<file path="src/rtl/ahb_bus_arbiter.sv">
// Two-requester AHB-Lite front end: arbitrates fetch vs load/store and runs one
// non-pipelined word transfer at a time (address phase, data phase, response).
module ahb_bus_arbiter #(
    parameter int ADDR_W      = 32,
    parameter int DATA_W      = 32,
    parameter int LS_PRIORITY = 1,
    parameter int TIMEOUT     = 16
) (
    input  logic              clk,
    input  logic              rst,
    input  logic              if_req,
    input  logic [ADDR_W-1:0] if_addr,
    output logic              if_done,
    input  logic              ls_req,
    input  logic              ls_write,
    input  logic [ADDR_W-1:0] ls_addr,
    input  logic [DATA_W-1:0] ls_wdata,
    output logic              ls_done,
    output logic [DATA_W-1:0] rdata,
    output logic              err,
    output logic              busy,
    output logic [ADDR_W-1:0] HADDR,
    output logic [1:0]        HTRANS,
    output logic              HWRITE,
    output logic [2:0]        HSIZE,
    output logic [DATA_W-1:0] HWDATA,
    input  logic [DATA_W-1:0] HRDATA,
    input  logic              HREADY,
    input  logic              HRESP
);

    typedef enum logic [1:0] {IDLE, ADDR, DATA, RESP} state_t;

    localparam int CNT_W = (TIMEOUT < 1) ? 1 : $clog2(TIMEOUT + 1);

    state_t              state, state_nx;
    logic                owner_ls;
    logic                last_ls;
    logic [ADDR_W-1:0]   addr_q;
    logic                wr_q;
    logic [DATA_W-1:0]   wdata_q;
    logic [CNT_W-1:0]    wait_cnt;
    logic [DATA_W-1:0]   rdata_q;
    logic                err_q;
    logic                any_req;
    logic                grant_ls;
    logic                timeout_hit;
    logic                unused_addr_lsb;

    assign any_req = if_req | ls_req;

    // Ties go to load/store in priority mode, otherwise to whoever did not own the bus last.
    always_comb begin
        grant_ls = 1'b0;
        if (ls_req && !if_req)
            grant_ls = 1'b1;
        else if (ls_req && if_req)
            grant_ls = (LS_PRIORITY != 0) ? 1'b1 : !last_ls;
    end

    // wait_cnt counts wait cycles already tolerated; the (TIMEOUT+1)th wait forces an error.
    assign timeout_hit = (TIMEOUT != 0) && !HREADY && (wait_cnt == CNT_W'(TIMEOUT));

    always_comb begin
        state_nx = state;
        case (state)
            IDLE:    if (any_req) state_nx = ADDR;
            ADDR:    if (HREADY) state_nx = DATA;
            DATA:    if (HREADY || timeout_hit) state_nx = RESP;
            RESP:    state_nx = IDLE;
            default: state_nx = IDLE;
        endcase
    end

    always_ff @(posedge clk) begin
        if (rst) begin
            state    <= IDLE;
            owner_ls <= 1'b0;
            last_ls  <= 1'b1;
            addr_q   <= '0;
            wr_q     <= 1'b0;
            wdata_q  <= '0;
            wait_cnt <= '0;
            rdata_q  <= '0;
            err_q    <= 1'b0;
        end else begin
            state <= state_nx;
            case (state)
                IDLE: begin
                    if (any_req) begin
                        owner_ls <= grant_ls;
                        last_ls  <= grant_ls;
                        addr_q   <= grant_ls ? ls_addr : if_addr;
                        wr_q     <= grant_ls & ls_write;
                        wdata_q  <= (grant_ls && ls_write) ? ls_wdata : '0;
                    end
                end
                ADDR: wait_cnt <= '0;
                DATA: begin
                    if (HREADY) begin
                        rdata_q <= HRDATA;
                        err_q   <= HRESP;
                    end else if (timeout_hit) begin
                        rdata_q <= '0;
                        err_q   <= 1'b1;
                    end else begin
                        wait_cnt <= wait_cnt + 1'b1;
                    end
                end
                default: ;
            endcase
        end
    end

    // Bus and completion outputs are pure decodes of the state plus latched request.
    assign HTRANS  = (state == ADDR) ? 2'b10 : 2'b00;
    assign HADDR   = {addr_q[ADDR_W-1:2], 2'b00};
    assign HWRITE  = (state == ADDR) && wr_q;
    assign HSIZE   = 3'b010;
    assign HWDATA  = (state == DATA) ? wdata_q : '0;
    assign if_done = (state == RESP) && !owner_ls;
    assign ls_done = (state == RESP) && owner_ls;
    assign rdata   = rdata_q;
    assign err     = err_q;
    assign busy    = (state != IDLE);

    assign unused_addr_lsb = &{1'b0, addr_q[1:0]};

endmodule

</file>
<file path="config.mk">
export PLATFORM = sky130hd
export DESIGN_NAME = ahb_bus_arbiter
export DESIGN_NICKNAME = d
export VERILOG_FILES = /design/src/rtl/ahb_bus_arbiter.sv
export SDC_FILE = /design/constraint.sdc
export NUM_CORES = 1
export LEC_CHECK = 0
export BUFFER_PORTS_ARGS = -buffer_cell sky130_fd_sc_hd__buf_2
export CAP_MARGIN = 10
export CORE_MARGIN = 4
export CORE_UTILIZATION = 44
export DETAILED_ROUTE_END_ITERATION = 12
export PLACE_DENSITY = 0.8
export SLEW_MARGIN = 20
export SYNTH_ARGS = -nofsm -noshare
export SYNTH_HDL_FRONTEND = slang
export SYNTH_SLANG_ARGS = --single-unit
</file>
<file path="constraint.sdc">
create_clock -name clk -period 2.4 [get_ports clk]
set_clock_uncertainty 0.2 [all_clocks]
set_input_delay 0.12 -clock clk [delete_from_list [all_inputs] [get_ports clk]]
set_output_delay 0.12 -clock clk [all_outputs]
set_load 0.01 [all_outputs]
</file>
After elaboration in Yosys (flattened, before gate mapping)
Index checks and enable logic that the tools add are counted.
{"block": "word_totals", "reg_bits": 106, "input_bits": 135, "output_inout_bits": 106, "word_cells": 56}
{"block": "op_classes", "add_sub_neg": 1, "eq_ne": 9, "n_mux": 17, "bitwise_logic": 2, "reduce_logical": 19}
{"cell": "$mux W32", "n": 5}
{"cell": "$mux W5", "n": 2}
{"cell": "$ne A2 B2 Y1 const B", "n": 5}
{"cell": "$pmux W5 S2", "n": 1}
{"cell": "$mux W2", "n": 4}
{"cell": "$pmux W2 S4", "n": 1}
{"cell": "$logic_and A1 B1 Y1", "n": 7}
{"cell": "$reduce_and A3 Y1", "n": 2}
{"cell": "$reduce_bool A2 Y1", "n": 3}
{"cell": "$add A5 B1 Y5 const B", "n": 1}
{"cell": "$eq A5 B5 Y1 const B", "n": 1}
{"cell": "$eq A2 B2 Y1 const B", "n": 2}
{"cell": "$mux W1", "n": 4}
{"cell": "$reduce_and A2 Y1", "n": 2}
{"cell": "$logic_not A1 Y1", "n": 3}
{"cell": "$eq A2 B1 Y1 const B", "n": 1}
{"cell": "$logic_not A2 Y1", "n": 1}
{"cell": "$and A1 B1 Y1", "n": 1}
{"cell": "$logic_or A1 B1 Y1", "n": 1}
{"cell": "$or A1 B1 Y1", "n": 1}

Longest topological paths before layout
{"block": "depth", "ltp_word": 5, "ltp_mapped": 7, "mapped_depth_nobuf": 5}

Worst setup path after synthesis
Ideal clock, no wire load.
{"block": "synth_timing", "path_kind": "register to register", "start": "register state[0]", "end": "register state[0]", "setup_ps": 116, "t_arrival_ps": 1405, "required_ps": 2084, "slack_ps": 679, "path_stages_with_launch": 6, "n_path_buf": 1, "period_less_slack_ps": 1721, "cell_sequence": "dfxtp_1 inv_1 ha_1 buf_2 or4_1 o211a_1"}
{"block": "synth_via", "elab_chain_len": 3, "word_cells_on_any_way": 9, "cone_classes": "6 x eq/ne; 1 x mux; 2 x reduce/logical"}
{"element": "from (decl)", "line": "36", "source": "state_t state, state_nx;"}
{"element": "from (signal assigned)", "line": "87", "source": "state <= state_nx;"}
{"element": "$eq A2 B2 Y1 (tied with other cells)", "line": "66", "source": "case (state)"}
{"element": "$ne A2 B2 Y1 (no line)"}
{"element": "$reduce_and A3 Y1 (no line)"}
Several ways; a longest one is shown, not always the timed one.
A chain may end at the register's enable or synchronous reset.

Worst setup path after layout
{"block": "layout_timing", "start": "register state[0]", "end": "register wait_cnt[3]"}
{"block": "layout_via", "elab_chain_len": 3, "word_cells_on_any_way": 7, "cone_classes": "4 x eq/ne; 1 x mux; 2 x reduce/logical"}
{"element": "$eq A2 B2 Y1 or $eq A2 B1 Y1 (tied branches)", "line": "88", "source": "case (state)"}
{"element": "$ne A2 B2 Y1 (no line) or $reduce_bool A2 Y1 (tied branches)"}
{"element": "$reduce_and A3 Y1 (no line)"}
{"element": "to (signal assigned)", "line": "107", "source": "wait_cnt <= wait_cnt + 1'b1;"}
{"element": "to (decl)", "line": "42", "source": "logic [CNT_W-1:0] wait_cnt;"}
Several ways; a longest one is shown, not always the timed one.

==> results.yml <==
drt:
  initialDrtViolationCount: 263
  wire_per_inst_um: 16.6
  viasPerCell: 5.21
  wirelength_um: 14900
  drc: 0
  dr.pass1.iters: 5
  postRouteAntennaNets: 0
  vias: 4698
global_routing:
  grt_use_total: 0.261
  grt_antenna_before_repair: 0
  grt_max_degree: 61
  grt_pass1_wl_um: 23700
  gr-total-overflow: 0
  grt_pass1_vias: 4887
synthesis:
  yosys-top-cells-count: "104 x dfxtp_1, 65 x nor2_1, 34 x and2_1"
  synth_warnings: 0
  synth_most_common_cell: "dfxtp_1"
  synth-compound-area-share: 0.212
  synth_seq_cells: 104
  synthTopCellsByArea: "dfxtp_1 49%, a32o_1 7.5%, mux2i_1 7.3%"
  yosysUniqueCellTypes: 32
  synth_top_area_cell: "dfxtp_1"
  async_reset_ff_frac: 0
  yosysSeqAreaShare: 0.490
  netlist_area_mm2: 0.00425
  yosysTopAreaCellShare: 0.490
  synthAdderAreaFrac: 0.0206
  synth_top_family_by_area: "compound AO/OA/AOI/OAI gates"
  syn_avg_cell_area_um2: 9.82
  synthCells: 433
  synth_edf_count: 0
  synthSimpleGateAreaFrac: 0.147
  synth_flop_cell: "dfxtp_1"
  synthMuxAreaShare: 0.0730
  synth_xor_area_frac: 0
finish:
  syn_to_final_growth_pct: 63.2
  n_fill_cell: 669
  drive_gt1_frac: 0.336
  num_antenna_cells: 0
  multi_input_area_mm2: 0.00196
  regArea_mm2: 0.00208
  fin_nets: 910
power:
  leakage_nw: 3.28
  power.density_cell_area_mw_per_mm2: 785
  ir_worst_vdd_mv: 0.566
critical_path:
  crit_path_max_fanout: 37
  cp_data_arrival_time_ns: 2.24
  worst-setup-path-type: "reg -> reg"
  startpoint_type: "register"
  rrSetupSlack_ns: 0.26
  rr_worst_depth: 6
  reg2reg_from: "state[0]"
  end_kind: "register"
  worstPathRequired_ns: 2.50
  crit_path_end: "wait_cnt[3]"
  r2r_end: "wait_cnt[3]"
  setup.worst_path.start: "state[0]"
timing:
  fmax_mhz: 467
  hold_slack_ns: 0.0431
  final-setup-viol-count: 0
  period_needed_ns: 2.14
  slew_violations: 0
  setup_tns_ns: 0
  rsz0062_at_grt: "false"
  slew_headroom: 0.492
  hold_violations: 0
  worst_pin_slew_ns: 0.760
  layout_worst_path_cycle_share: 0.892
floorplanning:
  die_h_um: 106
  die_w_um: 106
  row_count: 35
  die_area_mm2: 0.0113
  core_mm2: 0.00933
  initial_core_util: 0.456
  io_pins: 241
run:
  cap_viol_max_count: 0
place:
  gp_congestion: 0.779
  dp_hpwl_um: 8560
  io_buffers: 230
clock_network:
  cts_setup_buffers: 0
  cts-root-buf: "clkbuf_8"
  insertion_delay_ns: 0.36
  cts-htree-levels: 3
  cts.path.max_buffers: 2
  path_clk_slew_ns: 0.11
  cts.sinks: 104
  cts_tree: "yes"
  numCtsBuffers: 9
min_path:
  hold_class: "in -> reg"
status:
  status: "completed"
state kept, by name, indices dropped and copies added (netlist names):
| register | count |
|---|---|
| rdata | 32 |
| wdata_q | 32 |
| addr_q | 30 |
| wait_cnt | 5 |
| state | 2 |
| err | 1 |
| owner_ls | 1 |
| wr_q | 1 |
final cells by class:
class,count,area share
Multi-Input combinational cell,281,0.282
Timing Repair Buffer,365,0.360
Sequential cell,104,0.300
Tap cell,129,0.0233
Clock buffer,9,0.0179
Inverter,7,0.00379
Clock inverter,7,0.0126
how the worst min path moves through the flow:
stage	startpoint	slack [ns]	cells past startpoint	to
finish	rst	0.04	3	wait_cnt[1]
global route	rst	0.05	3	wr_q
CTS	rst	0.03	3	wait_cnt[1]
detailed placement	HRDATA[14]	0.13	2	rdata[14]
global placement	HRDATA[27]	0.13	2	rdata[27]
floorplan	HRDATA[0]	0.05	1	rdata[0]
layer usage:
| layer | track usage | wire (um) |
|---|---|---|
| met3 | 0.0516 | 1080 |
| met1 | 0.267 | 5320 |
| met5 | 0 | 0 |
| met4 | 0.143 | 636 |
| met2 | 0.491 | 7900 |
logic make-up (layout without fill, tap and decap cells):
kind of cell	Yosys count	after routing
AND/OR/NAND/NOR	126	126
AO/OA/AOI/OAI	111	111
flip-flops	104	104
buffers and inverters	52	388
multiplexers	31	31
adder cells (fa/ha/maj)	7	7
other	2	6
power by group:
part	total [mW]	switching (mW)	internal, mW
sequential	2.23	0.184	2.05
combinational	2.07	1.19	0.881
clock	1.14	0.638	0.506
through the flow:
stage | power (mW) | setup WS [ns] | instances | utilization | instance area, um^2
2_1_floorplan | 3.44 | 0.679 | 437 | - | 4270
3_3_place_gp | 4.01 | 0.152 | 758 | 0.583 | 5440
3_5_place_dp | 4.08 | 0.0641 | 758 | 0.583 | 5440
4_1_cts | 5.41 | 0.0573 | 902 | 0.743 | 6930
5_1_grt | 5.80 | 0.131 | 902 | 0.744 | 6940
6_report | 5.44 | 0.259 | 902 | 0.744 | 6940
cell usage in the layout, fill, tap and decap left out, drive strengths merged, types with 9 or more instances in the layout:
| cell | count |
|---|---|
| clkbuf | 9 |
| a211oi | 32 |
| and2 | 34 |
| mux2i | 31 |
| a32o | 32 |
| dfxtp | 104 |
| buf | 237 |
| nor2 | 65 |
| a22oi | 32 |
| dlygate4sd3 | 128 |
| inv | 10 |
critical path: stages, from the launching register on:
cell      delay (ns)
dfxtp_1         0.36
inv_1           0.11
ha_1            0.19
buf_4           0.31
nand2b_1        0.23
or4_1           0.52
a31oi_1         0.15
repair_timing:
item                      CTS  global route
hold endpoints to repair   97             0
hold buffers              128             0
resized for setup           0             0
Note: power is estimated with default switching activity, not from simulation.
